$ cat src/rtl/i2c_master_burst_ctrl.sv
// Byte/burst sequencer sitting between the register front-end and the I2C
// bit controller. One command = optional START, 1..2^LEN_W words, optional
// STOP, with write data streamed in over valid/ready and read data out as a pulse.
//
// state   | meaning
// --------+-----------------------------------------------------------
// S_IDLE  | no command; waiting for go
// S_START | START (or repeated START) issued, waiting for bit_ack
// S_LOAD  | write burst: waiting for tx_valid, bus parked (NOP)
// S_WBIT  | shifting out DW data bits, MSB first
// S_WACK  | reading the slave ACK bit after a written word
// S_RBIT  | shifting in DW data bits, MSB first
// S_RACK  | sending the master ACK/NACK bit after a read word
// S_STOP  | STOP issued, waiting for bit_ack
// S_DONE  | one-cycle end-of-command pulse; accepts a new go like S_IDLE
module i2c_master_burst_ctrl #(
   parameter int unsigned DW            = 8,
   parameter int unsigned LEN_W         = 4,
   parameter bit          ABORT_ON_NACK = 1'b1
) (
   input  logic             clk,
   input  logic             rst,
   input  logic             go,
   input  logic             start,
   input  logic             stop,
   input  logic             read,
   input  logic             write,
   input  logic [LEN_W-1:0] len,
   input  logic             tx_ack,
   input  logic [DW-1:0]    tx_data,
   input  logic             tx_valid,
   output logic             tx_ready,
   output logic [DW-1:0]    rx_data,
   output logic             rx_valid,
   output logic             rx_ack,
   output logic             busy,
   output logic [LEN_W-1:0] byte_cnt,
   output logic             i2c_done,
   output logic             nack_err,
   output logic             al_err,
   input  logic             i2c_al,
   output logic [3:0]       bit_cmd,
   output logic             bit_txd,
   input  logic             bit_ack,
   input  logic             bit_rxd
);

   localparam logic [3:0] CMD_NOP   = 4'b0000;
   localparam logic [3:0] CMD_START = 4'b0001;
   localparam logic [3:0] CMD_STOP  = 4'b0010;
   localparam logic [3:0] CMD_WRITE = 4'b0100;
   localparam logic [3:0] CMD_READ  = 4'b1000;

   localparam int unsigned CW = $clog2(DW);
   localparam logic [CW-1:0] BIT_TOP = CW'(DW - 1);

   typedef enum logic [3:0] {
      S_IDLE, S_START, S_LOAD, S_WBIT, S_WACK, S_RBIT, S_RACK, S_STOP, S_DONE
   } state_t;

   state_t           state, state_nxt;
   logic [3:0]       cmd_nxt;
   logic             txd_nxt;
   logic [DW-1:0]    sreg, sreg_nxt;
   logic [CW-1:0]    bit_cnt, bit_cnt_nxt;
   logic [LEN_W-1:0] byte_cnt_nxt, len_q, len_nxt;
   logic             rd_q, rd_nxt, wr_q, wr_nxt, stop_q, stop_nxt, txack_q, txack_nxt;
   logic             busy_nxt, rx_valid_nxt, rx_ack_nxt, done_nxt, nack_nxt, al_nxt;
   logic [DW-1:0]    rx_data_nxt;
   logic             sel_rd, sel_wr, sel_stop;
   logic             dispatch, finish, end_cmd;
   logic             last_word;

   assign last_word = (byte_cnt == len_q);

   // Next-state and next-output decode; every output except tx_ready is registered.
   always_comb begin
      state_nxt    = state;
      cmd_nxt      = bit_cmd;
      txd_nxt      = bit_txd;
      sreg_nxt     = sreg;
      bit_cnt_nxt  = bit_cnt;
      byte_cnt_nxt = byte_cnt;
      len_nxt      = len_q;
      rd_nxt       = rd_q;
      wr_nxt       = wr_q;
      stop_nxt     = stop_q;
      txack_nxt    = txack_q;
      busy_nxt     = busy;
      rx_data_nxt  = rx_data;
      rx_valid_nxt = 1'b0;
      rx_ack_nxt   = rx_ack;
      done_nxt     = 1'b0;
      nack_nxt     = nack_err;
      al_nxt       = al_err;
      tx_ready     = 1'b0;
      sel_rd       = rd_q;
      sel_wr       = wr_q;
      sel_stop     = stop_q;
      dispatch     = 1'b0;
      finish       = 1'b0;
      end_cmd      = 1'b0;

      case (state)
         S_IDLE, S_DONE: begin
            if (state == S_DONE) state_nxt = S_IDLE;
            if (go) begin
               busy_nxt     = 1'b1;
               byte_cnt_nxt = '0;
               nack_nxt     = 1'b0;
               al_nxt       = 1'b0;
               len_nxt      = len;
               rd_nxt       = read;
               wr_nxt       = write;
               stop_nxt     = stop;
               txack_nxt    = tx_ack;
               sel_rd       = read;
               sel_wr       = write;
               sel_stop     = stop;
               if (start) begin
                  state_nxt = S_START;
                  cmd_nxt   = CMD_START;
                  txd_nxt   = 1'b1;
               end else begin
                  dispatch = 1'b1;
               end
            end
         end
         S_START: if (bit_ack) dispatch = 1'b1;
         S_LOAD: begin
            if (tx_valid) begin
               tx_ready    = 1'b1;
               sreg_nxt    = tx_data;
               bit_cnt_nxt = BIT_TOP;
               state_nxt   = S_WBIT;
               cmd_nxt     = CMD_WRITE;
               txd_nxt     = tx_data[DW-1];
            end
         end
         S_WBIT: begin
            if (bit_ack) begin
               sreg_nxt = {sreg[DW-2:0], 1'b0};
               if (bit_cnt == '0) begin
                  state_nxt = S_WACK;
                  cmd_nxt   = CMD_READ;
                  txd_nxt   = 1'b1;
               end else begin
                  bit_cnt_nxt = bit_cnt - 1'b1;
                  txd_nxt     = sreg[DW-2];
               end
            end
         end
         S_WACK: begin
            if (bit_ack) begin
               rx_ack_nxt   = bit_rxd;
               byte_cnt_nxt = byte_cnt + 1'b1;
               if (bit_rxd && ABORT_ON_NACK) begin
                  nack_nxt = 1'b1;
                  finish   = 1'b1;
               end else if (last_word) begin
                  finish = 1'b1;
               end else begin
                  state_nxt = S_LOAD;
                  cmd_nxt   = CMD_NOP;
               end
            end
         end
         S_RBIT: begin
            if (bit_ack) begin
               sreg_nxt = {sreg[DW-2:0], bit_rxd};
               if (bit_cnt == '0) begin
                  rx_data_nxt  = {sreg[DW-2:0], bit_rxd};
                  rx_valid_nxt = 1'b1;
                  state_nxt    = S_RACK;
                  cmd_nxt      = CMD_WRITE;
                  txd_nxt      = last_word ? txack_q : 1'b0;
               end else begin
                  bit_cnt_nxt = bit_cnt - 1'b1;
               end
            end
         end
         S_RACK: begin
            if (bit_ack) begin
               byte_cnt_nxt = byte_cnt + 1'b1;
               if (last_word) begin
                  finish = 1'b1;
               end else begin
                  state_nxt   = S_RBIT;
                  cmd_nxt     = CMD_READ;
                  txd_nxt     = 1'b1;
                  bit_cnt_nxt = BIT_TOP;
               end
            end
         end
         S_STOP: if (bit_ack) end_cmd = 1'b1;
         default: state_nxt = S_IDLE;
      endcase

      // Read wins over write; a command with neither goes straight to STOP/DONE.
      if (dispatch) begin
         if (sel_rd) begin
            state_nxt   = S_RBIT;
            cmd_nxt     = CMD_READ;
            txd_nxt     = 1'b1;
            bit_cnt_nxt = BIT_TOP;
         end else if (sel_wr) begin
            state_nxt = S_LOAD;
            cmd_nxt   = CMD_NOP;
            txd_nxt   = 1'b1;
         end else begin
            finish = 1'b1;
         end
      end

      if (finish) begin
         if (sel_stop) begin
            state_nxt = S_STOP;
            cmd_nxt   = CMD_STOP;
            txd_nxt   = 1'b1;
         end else begin
            end_cmd = 1'b1;
         end
      end

      if (end_cmd) begin
         state_nxt = S_DONE;
         cmd_nxt   = CMD_NOP;
         txd_nxt   = 1'b1;
         busy_nxt  = 1'b0;
         done_nxt  = 1'b1;
      end

      // Lost arbitration overrides everything, including a coincident bit_ack:
      // the partial word is dropped and the bus is released without STOP.
      if (i2c_al && state != S_IDLE) begin
         state_nxt    = S_DONE;
         cmd_nxt      = CMD_NOP;
         txd_nxt      = 1'b1;
         busy_nxt     = 1'b0;
         done_nxt     = 1'b1;
         al_nxt       = 1'b1;
         tx_ready     = 1'b0;
         rx_valid_nxt = 1'b0;
         rx_data_nxt  = rx_data;
         rx_ack_nxt   = rx_ack;
         byte_cnt_nxt = byte_cnt;
         nack_nxt     = nack_err;
         sreg_nxt     = sreg;
      end
   end

   // State and output registers.
   always_ff @(posedge clk or posedge rst) begin
      if (rst) begin
         state    <= S_IDLE;
         bit_cmd  <= CMD_NOP;
         bit_txd  <= 1'b1;
         sreg     <= '0;
         bit_cnt  <= '0;
         byte_cnt <= '0;
         len_q    <= '0;
         rd_q     <= 1'b0;
         wr_q     <= 1'b0;
         stop_q   <= 1'b0;
         txack_q  <= 1'b0;
         busy     <= 1'b0;
         rx_data  <= '0;
         rx_valid <= 1'b0;
         rx_ack   <= 1'b0;
         i2c_done <= 1'b0;
         nack_err <= 1'b0;
         al_err   <= 1'b0;
      end else begin
         state    <= state_nxt;
         bit_cmd  <= cmd_nxt;
         bit_txd  <= txd_nxt;
         sreg     <= sreg_nxt;
         bit_cnt  <= bit_cnt_nxt;
         byte_cnt <= byte_cnt_nxt;
         len_q    <= len_nxt;
         rd_q     <= rd_nxt;
         wr_q     <= wr_nxt;
         stop_q   <= stop_nxt;
         txack_q  <= txack_nxt;
         busy     <= busy_nxt;
         rx_data  <= rx_data_nxt;
         rx_valid <= rx_valid_nxt;
         rx_ack   <= rx_ack_nxt;
         i2c_done <= done_nxt;
         nack_err <= nack_nxt;
         al_err   <= al_nxt;
      end
   end

endmodule
$ cat config.mk
export PLATFORM = sky130hd
export DESIGN_NAME = i2c_master_burst_ctrl
export DESIGN_NICKNAME = d
export VERILOG_FILES = /design/src/rtl/i2c_master_burst_ctrl.sv
export SDC_FILE = /design/constraint.sdc
export NUM_CORES = 1
export LEC_CHECK = 0
export CAP_MARGIN = 30
export CORE_MARGIN = 2
export CORE_UTILIZATION = 40
export CTS_BUF_LIST = sky130_fd_sc_hd__clkbuf_4 sky130_fd_sc_hd__clkbuf_8
export DETAILED_ROUTE_END_ITERATION = 16
export PLACE_DENSITY = 0.66
export SKIP_LAST_GASP = 1
export SLEW_MARGIN = 20
export SYNTH_ARGS = -nofsm -noshare
export SYNTH_HDL_FRONTEND = slang
export SYNTH_SLANG_ARGS = --single-unit
export TNS_END_PERCENT = 50
$ cat constraint.sdc
create_clock -name clk -period 2.23 [get_ports clk]
set_input_delay 0.446 -clock clk [delete_from_list [all_inputs] [get_ports clk]]
set_output_delay 0.446 -clock clk [all_outputs]
set_load 0.005 [all_outputs]
# Word level (Yosys, flattened, before mapping)

Cells that the tools add are included.

Output and inout port bits: 24
Word-level logic and storage cells: 174
Bits of input ports: 24
Bits in registers: 45

Bitwise operators: 1
Mux-type cells: 114
Eq/ne operators: 16
Add/subtract/negate cells: 2
Reduce and logical (&&, ||, !) cells: 23

Operators by type and width:

| kind                | count |
|---|---|
| $mux 4              | 41 |
| $mux 1              | 54 |
| $pmux 4 s7          | 1 |
| $pmux 4 s6          | 1 |
| $mux 3              | 7 |
| $mux 7              | 3 |
| $pmux 7 s3          | 1 |
| $eq 4x3->1 const B  | 4 |
| $ne 2x2->1 const B  | 6 |
| $reduce_and 5->1    | 2 |
| $pmux 3 s3          | 1 |
| $reduce_bool 3->1   | 3 |
| $eq 4x2->1 const B  | 2 |
| $pmux 4 s2          | 1 |
| $reduce_and 4->1    | 2 |
| $reduce_bool 2->1   | 4 |
| $reduce_or 2->1     | 4 |
| $pmux 1 s2          | 3 |
| $reduce_and 2->1    | 3 |
| $pmux 1 s5          | 1 |
| $add 4x1->4 const B | 1 |
| $eq 4x1->1 const B  | 1 |
| $eq 4x4->1          | 1 |
| $eq 4x4->1 const B  | 1 |
| other kinds (8)     | 8 |

# Longest topological paths before layout

Gate-level depths: netlist (run 1).

Word-level depth: 12
Mapped depth: 8
Depth with buffers taken out: 7

# Least setup slack after synthesis (run 1)

No wires, ideal clock.

Path type: register to register
Start: register state[1]
End: register state[1]
Setup time: 0.110 ns
Data arrival time: 1.992 ns
Clock period less this slack: 2.102 ns
Buffers on the path: 2
Slack: 0.128 ns
Stages on the path, launching flop included: 8
Cells stage by stage: dfrtp_1 buf_6 or4b_1 buf_2 or3_1 a21o_1 a211o_1 o41ai_1

Cells in the longest elaborated chain, start to end: 12
Elaborated cells between the ends (all ways): 45

RTL lines:

| element                | line     | RTL |
|---|---|---|
| start, declared        | 61       | `state_t state, state_nxt;` |
| start signal, assigned | 274      | `state <= state_nxt;` |
| $eq 4x4->1             | 104, 106 |  |
| $mux 4                 | 106      | `if (state == S_DONE) state_nxt = S_IDLE;` |
| $mux 4                 | 120      | `if (start) begin` |
| $mux 4                 | 107      | `if (go) begin` |
| $pmux 4 s7             | 104      | `case (state)` |
| $mux 4                 | 206      | `end else if (sel_wr) begin` |
| $mux 4                 | 201      | `if (sel_rd) begin` |
| $mux 4                 | 200      | `if (dispatch) begin` |
| $mux 4                 | 216      | `if (sel_stop) begin` |
| $mux 4                 | 215      | `if (finish) begin` |
| $mux 4                 | 225      | `if (end_cmd) begin` |
| $mux 4 (*)             | 235      | `if (i2c_al && state != S_IDLE) begin` |
| named net state_nxt[1] | 61       |  |

Mark *: on every way through the listed nets, which the timed path passes. The rest lies on a longest branch.
A chain may end at the register's enable or synchronous reset.

# Final worst setup path (run 1)

Start: register state[1]
End: register bit_cmd[1]

Cells in the longest elaborated chain, start to end: 10
Elaborated cells between the ends (all ways): 31

RTL lines:

| element                                              | line | RTL |
|---|---|---|
| $eq 4x4->1 / $logic_not 4->1 (equally long branches) | 104  |  |
| $reduce_or 2->1                                      | 104  |  |
| $pmux 4 s6 / $mux 1 (equally long branches)          | n/a  |  |
| $mux 4                                               | 206  |  |
| $mux 4                                               | 201  |  |
| $mux 4                                               | 200  |  |
| $mux 4                                               | 216  |  |
| $mux 4                                               | 215  |  |
| $mux 4                                               | 225  |  |
| $mux 4 (*)                                           | 235  |  |
| named net cmd_nxt[1]                                 | 62   | `logic [3:0] cmd_nxt;` |
| end signal, assigned                                 | 275  | `bit_cmd <= cmd_nxt;` |
| end, declared                                        | 42   | `output logic [3:0] bit_cmd,` |

Marks and branches as above.

==> flow_summary.json, run 1 <==
{
  "die_w_um": 84.9,
  "slew_headroom": 0.678,
  "syn_to_final_growth_pct": 37.8,
  "tightest_slew_ns": 0.483,
  "synth.area.top_cells": "dfrtp_1 42%, nand2_1 9.6%, o21ai_0 3.6%",
  "rsz0062_at_grt": "true",
  "synth.distinct_cells": 54,
  "start_kind": "flip-flop",
  "max_freq_ghz": 0.464,
  "detail_route.first_pass.iterations": 5,
  "status": "finished, final reports clean",
  "final.min_clock_period_ns": 2.15,
  "grtUsageTotal": 0.202,
  "portBuffers": 47,
  "cts_buffers": 5,
  "hold_viol": 0,
  "final_area_sq_um": 3600,
  "overflow": 0,
  "rows": 29,
  "grt_max_degree": 25,
  "cts_tree": "done",
  "fillers": 584,
  "setup_violations": 0,
  "synth_flop_cell": "dfrtp_1",
  "drive_above_1_share": 0.188,
  "vias_per_cell": 5.46,
  "postRouteAntennaNets": 0,
  "yosys_register_bits": 45,
  "nets": 414,
  "finalCritPeriodShare": 0.966,
  "final_cells": 465,
  "avgSynthCellArea_sq_um": 8.69,
  "crit_arrival_ns": 2.37,
  "start_util": 0.412,
  "clkSinkCount": 45,
  "hpwl_um": 5370,
  "synth_nets": 328,
  "leakage_nw": 1.65,
  "powerDensity_nw_per_um2": 976,
  "drt-total-wl_um": 6940,
  "ir_drop_v": 0.000492,
  "insertion_delay_ns": 0.30,
  "dpl.cell_count": 453,
  "wl_per_cell_um": 14.9,
  "diodes": 0,
  "syn-cell-area_sq_um": 2620,
  "end_kind": "flip-flop",
  "drtIter0Drc": 211,
  "yosys.area.top_type_share": 0.421,
  "yosys.area.top_type": "dfrtp_1",
  "finalClockSkew_ns": 0.0130,
  "core-area_sq_um": 6350,
  "worstPathRequired_ns": 2.44,
  "synth_warnings": 0,
  "clock_path_buffers": 2,
  "vias": 2538,
  "fin_util": 0.568,
  "clk_transition_reported_paths_ns": 0.09,
  "gp_congestion": 0.893,
  "critPathKind": "reg -> reg",
  "hp-class": "in -> async",
  "grt_first_pass_wirelength_um": 11600,
  "drc_errors": 0,
  "dieArea_sq_um": 7200,
  "p_total_w": 0.00352,
  "root_buffer": "clkbuf_8",
  "final_max_slew_viol_count": 0,
  "boundaryPins": 48,
  "path_max_fanout": 4,
  "setup-tns-final_ns": 0,
  "htreeDepth": 2,
  "first_global_vias": 2375,
  "synth_edf_count": 0,
  "antenna_found_initial": 0,
  "die_h_um": 84.9,
  "ys_async_sr_fraction": 1.00,
  "maxCapViolCount": 0,
  "synth_cells": 301,
  "seq_area_frac_synth": 0.431,
  "place_area_sq_um": 3440
}
layout by cell type, fill, tap and decap left out, types with 3 or more instances in the layout:
cell type        instances
inv_1                    9
ha_1                     3
or3_1                    5
buf_4                   48
mux2i_1                  7
o21ai_1                  4
nand4_1                  9
clkdlybuf4s50_1         46
nand3_1                  5
nand2b_1                 3
nand2_1                 67
nor2_1                  11
o21a_1                   3
a21o_1                   3
clkbuf_8                 6
a21oi_1                 12
nor3_1                   4
and2_1                   3
xnor2_1                  5
nand3b_1                 4
nor2b_1                  7
o22ai_1                  3
a211oi_1                 5
dfrtp_1                 42
o21ai_0                 19
a31oi_1                  6
sequential cells by signal (all words and copies together), names as in the netlist, 3 cells and up:
signal	count
bit_cmd	4
bit_cnt	3
byte_cnt	4
len_q	4
rx_data	8
sreg	7
state	4
through the flow:
step	hold slack [ns]	setup slack, ns
final	0.477	0.0762
after global routing	0.512	0.00203
after CTS	0.483	0.0165
after detailed placement	0.461	-0.202
after global placement	0.463	-0.158
after floorplan	0.452	0.128
power breakdown:
part | switching, W | total (W) | leakage [nW] | internal (W)
clock | 0.000282 | 0.000546 | 0.0479 | 0.000264
sequential | 0.000176 | 0.00124 | 0.572 | 0.00107
combinational | 0.000875 | 0.00173 | 1.03 | 0.000854
total | 0.00133 | 0.00352 | 1.65 | 0.00219
critical path: stages (launching register included):
cell and delay [ns]:
dfrtp_2 0.45, buf_4 0.17, or4b_4 0.53, or3_1 0.31, a21o_1 0.22, buf_4 0.15
a311oi_1 0.23
cell families after synthesis:
group,share of synthesized area
mux,0.0354
buf+inv,0.0440
xor+xnor,0.0201
flops,0.431
fa+ha+maj,0.0144
compound gates,0.206
simple gates,0.249
Yosys cell counts (2+ instances only):
cell type  instances
o21ai_1            4
a21oi_1           12
a211oi_1           5
a31oi_1            6
mux2i_1            7
nand2_1           67
o2111ai_1          2
nor2b_1            8
a21o_1             3
or3_1              5
clkbuf_1           9
nor3_1             4
and4_1             2
o22ai_1            3
o41ai_1            2
nand3_1            6
o21a_1             3
ha_1               3
nand4_1            9
nand3b_1           4
dfrtp_1           44
o311ai_0           2
o31ai_1            2
o21ai_0           19
nor2_1            14
or2_1              2
nand2b_1           3
a32oi_1            2
and2_1             3
xnor2_1            5
inv_1             10
buf_2              5
mux2_2             2
a311oi_1           2
or4b_1             2
a22oi_1            2
final timing paths:
| kind | start | end | slack, ns | depth (start not counted) |
|---|---|---|---|---|
| min reg2reg | rx_data[1]$_DFFE_PP0P_ | rx_data[1]$_DFFE_PP0P_ | 0.48 | 2 |
| max in group asynchronous | rst | state[0]$_DFF_PP0_ | 1.14 | 3 |
| max | state[1]$_DFF_PP0_ | bit_cmd[1]$_DFF_PP0_ | 0.08 | 6 |
| min in group clk | rx_data[1]$_DFFE_PP0P_ | rx_data[1]$_DFFE_PP0P_ | 0.48 | 2 |
| min | rst | byte_cnt[0]$_DFFE_PP0P_ | 0.48 | 2 |
| max reg2reg | state[1]$_DFF_PP0_ | bit_cmd[1]$_DFF_PP0_ | 0.08 | 6 |
area by class of cell:
cell class | count | area, sq um | area share
clock buffer | 7 | 90.1 | 0.0250
clock inverter | 1 | 7.51 | 0.00208
inverter | 11 | 41.3 | 0.0115
multi-input combinational | 229 | 1410 | 0.391
sequential | 45 | 1130 | 0.313
tap | 77 | 96.3 | 0.0267
timing repair buffer | 95 | 830 | 0.230
metal layers:
metal,GRT usage,vias up,wire length [um]
li1,-,1252,-
met1,0.304,1198,3410
met2,0.304,77,3080
met3,0.0302,11,318
met4,0.0548,0,129
met5,0,-,0
repair_timing:
item	CTS	global route
buffers inserted	3	1
setup endpoints to repair	1	12
pin swaps	0	2
hold buffers	0	0
gates resized for setup	6	7
(Power assumes the default switching activity.)
==> run 2, diff against run 1 <==
--- a/config.mk
+++ b/config.mk
@@ -11,7 +11,6 @@
 export CTS_BUF_LIST = sky130_fd_sc_hd__clkbuf_4 sky130_fd_sc_hd__clkbuf_8
 export DETAILED_ROUTE_END_ITERATION = 16
 export PLACE_DENSITY = 0.66
-export SKIP_LAST_GASP = 1
 export SLEW_MARGIN = 20
 export SYNTH_ARGS = -nofsm -noshare
 export SYNTH_HDL_FRONTEND = slang
==> constraint.sdc (replaced) <==
create_clock -name clk -period 2.23 [get_ports clk]
set_input_delay 0.669 -clock clk [delete_from_list [all_inputs] [get_ports clk]]
set_output_delay 0.669 -clock clk [all_outputs]
set_load 0.005 [all_outputs]
==> run 2 against run 1 <==
Net effect: clock skew decreased by 0.0068 ns; total power rose by 0.11%; wire length up 3.2%; die area stayed put; first-iteration DRC count increased by 21%; count of clock-buffer cells in the layout is the same; cell area rose by 0.56%; flip-flop and latch count unchanged; largest cell class unchanged.
==> flow_summary.json, run 2 (synthesized netlist as in run 1, its figures left out) <==
{
  "p_total_w": 0.00352,
  "syn_to_final_growth_pct": 38.6,
  "rsz0062_at_grt": "true",
  "nets": 414,
  "reg_top3": "rx_data: 8 flops, sreg: 7 flops",
  "maxCapViolCount": 0,
  "min_from": "rx_data[1]$_DFFE_PP0P_",
  "detail_route.first_pass.iterations": 5,
  "path_max_fanout": 4,
  "setup_violations": 0,
  "die_w_um": 84.9,
  "start_util": 0.412,
  "postRouteAntennaNets": 0,
  "core-area_sq_um": 6350,
  "worstPathRequired_ns": 2.41,
  "diodes": 0,
  "drc_errors": 0,
  "slowest_stage": "or4b_4",
  "leakage_nw": 1.67,
  "clock_path_buffers": 2,
  "first_global_vias": 2470,
  "vias": 2570,
  "crit_start": "state[1]$_DFF_PP0_",
  "pre_cts_ws_ns": -0.429,
  "vias_per_cell": 5.53,
  "wl_per_cell_um": 15.4,
  "gp_congestion": 1.01,
  "cp_cell_sequence": "buf_4, or4b_4, or3_1, a21o_1, a211o_1, o41ai_1",
  "slew_headroom": 0.644,
  "drtIter0Drc": 255,
  "grt_first_pass_wirelength_um": 12100,
  "grt_max_degree": 24,
  "status": "finished, final reports clean",
  "cts_buffers": 5,
  "rows": 29,
  "htreeDepth": 2,
  "drive_above_1_share": 0.193,
  "overflow": 0,
  "insertion_delay_ns": 0.30,
  "finalClockSkew_ns": 0.00616,
  "start_kind": "flip-flop",
  "boundaryPins": 48,
  "end_kind": "flip-flop",
  "grtUsageTotal": 0.208,
  "finalCritPeriodShare": 0.976,
  "crit_family": "simple AND/OR/NAND/NOR gates",
  "ir_drop_v": 0.000510,
  "final.min_clock_period_ns": 2.18,
  "top_register": "rx_data",
  "clkSinkCount": 45,
  "hpwl_um": 5470,
  "critPathKind": "reg -> reg",
  "clk_transition_reported_paths_ns": 0.08,
  "layout_common_cells": "67 x nand2_1, 46 x buf_4, 42 x dfrtp_1, 42 x clkdlybuf4s50_1, 19 x o21ai_0",
  "drt-total-wl_um": 7160,
  "final_area_sq_um": 3620,
  "portBuffers": 47,
  "fillers": 567,
  "tightest_slew_ns": 0.533,
  "antenna_found_initial": 0,
  "largest_reg_flops": 8,
  "final_common_cell": "nand2_1",
  "slowest_delay_ns": 0.53,
  "die_h_um": 84.9,
  "place_area_sq_um": 3470,
  "setup_ws_ns": 0.0542,
  "hold_viol": 0,
  "hp-class": "reg -> reg",
  "hold_buffers": 0,
  "cts_tree": "done",
  "path_buf_inv": 1,
  "r2r-start": "state[1]$_DFF_PP0_",
  "max_freq_ghz": 0.460,
  "final_max_slew_viol_count": 0,
  "powerDensity_nw_per_um2": 972,
  "root_buffer": "clkbuf_8",
  "dieArea_sq_um": 7200,
  "rrSetupSlack_ns": 0.05,
  "crit_arrival_ns": 2.36
}
-- run 2: stage by stage --
step	hold slack [ns]	cells	util	setup TNS [ns]
after floorplan	0.452	301	-	0
after global placement	0.463	455	0.546	-6.34
after detailed placement	0.461	455	0.546	-7.30
after CTS	0.482	465	0.569	0
after global routing	0.509	465	0.571	-0.00342
final	0.477	465	0.571	0
-- run 2: layer usage --
metal | global-route usage | routed length [um]
met5 | 0 | 0
met2 | 0.317 | 3190
met1 | 0.308 | 3510
met4 | 0.0606 | 95
met3 | 0.0311 | 365
-- run 2: final cells by class --
class                           count  area (sq um)  share of cell area
Multi-Input combinational cell    229          1410               0.389
Timing Repair Buffer               95           847               0.234
Clock buffer                        7          96.3              0.0266
Clock inverter                      1          5.00             0.00138
Inverter                           11          41.3              0.0114
Sequential cell                    45          1130               0.312
Tap cell                           77          96.3              0.0266
-- run 2: final timing paths --
| kind | to | cells past startpoint |
|---|---|---|
| min reg2reg | rx_data[1]$_DFFE_PP0P_ | 2 |
| max in group asynchronous | state[1]$_DFF_PP0_ | 3 |
| min | rx_data[1]$_DFFE_PP0P_ | 2 |
| min in group asynchronous | sreg[1]$_DFFE_PP0P_ | 2 |
| max reg2reg | state[1]$_DFF_PP0_ | 6 |
| max | state[1]$_DFF_PP0_ | 6 |
-- run 2: worst reg2reg max path, delay by kind of cell, from the launching register on --
| family | cells | cell delay, ns |
|---|---|---|
| DFF | 1 | 0.45 |
| buffers and inverters | 1 | 0.16 |
| and+or+nand+nor | 2 | 0.88 |
| AOI/OAI and AO/OA | 3 | 0.56 |
-- run 2: power by group --
group	switching, W	internal [W]	leakage, nW
sequential	0.000177	0.00107	0.572
clock	0.000273	0.000280	0.0542
combinational	0.000886	0.000837	1.04
-- run 2: timing repair --
item	in CTS	in global routing
hold endpoints to repair	0	0
buffers inserted	2	0
resized for setup	16	5
pin swaps	4	1
setup endpoints to repair	11	14
==> run 3, diff against run 2 <==
--- a/config.mk
+++ b/config.mk
@@ -9,6 +9,7 @@
 export CORE_MARGIN = 2
 export CORE_UTILIZATION = 40
 export CTS_BUF_LIST = sky130_fd_sc_hd__clkbuf_4 sky130_fd_sc_hd__clkbuf_8
+export CTS_CLUSTER_DIAMETER = 150
 export DETAILED_ROUTE_END_ITERATION = 16
 export PLACE_DENSITY = 0.66
 export SLEW_MARGIN = 20
==> results of run 3 <==
No change in the layout: final DEF, timing and power equal those of run 2.
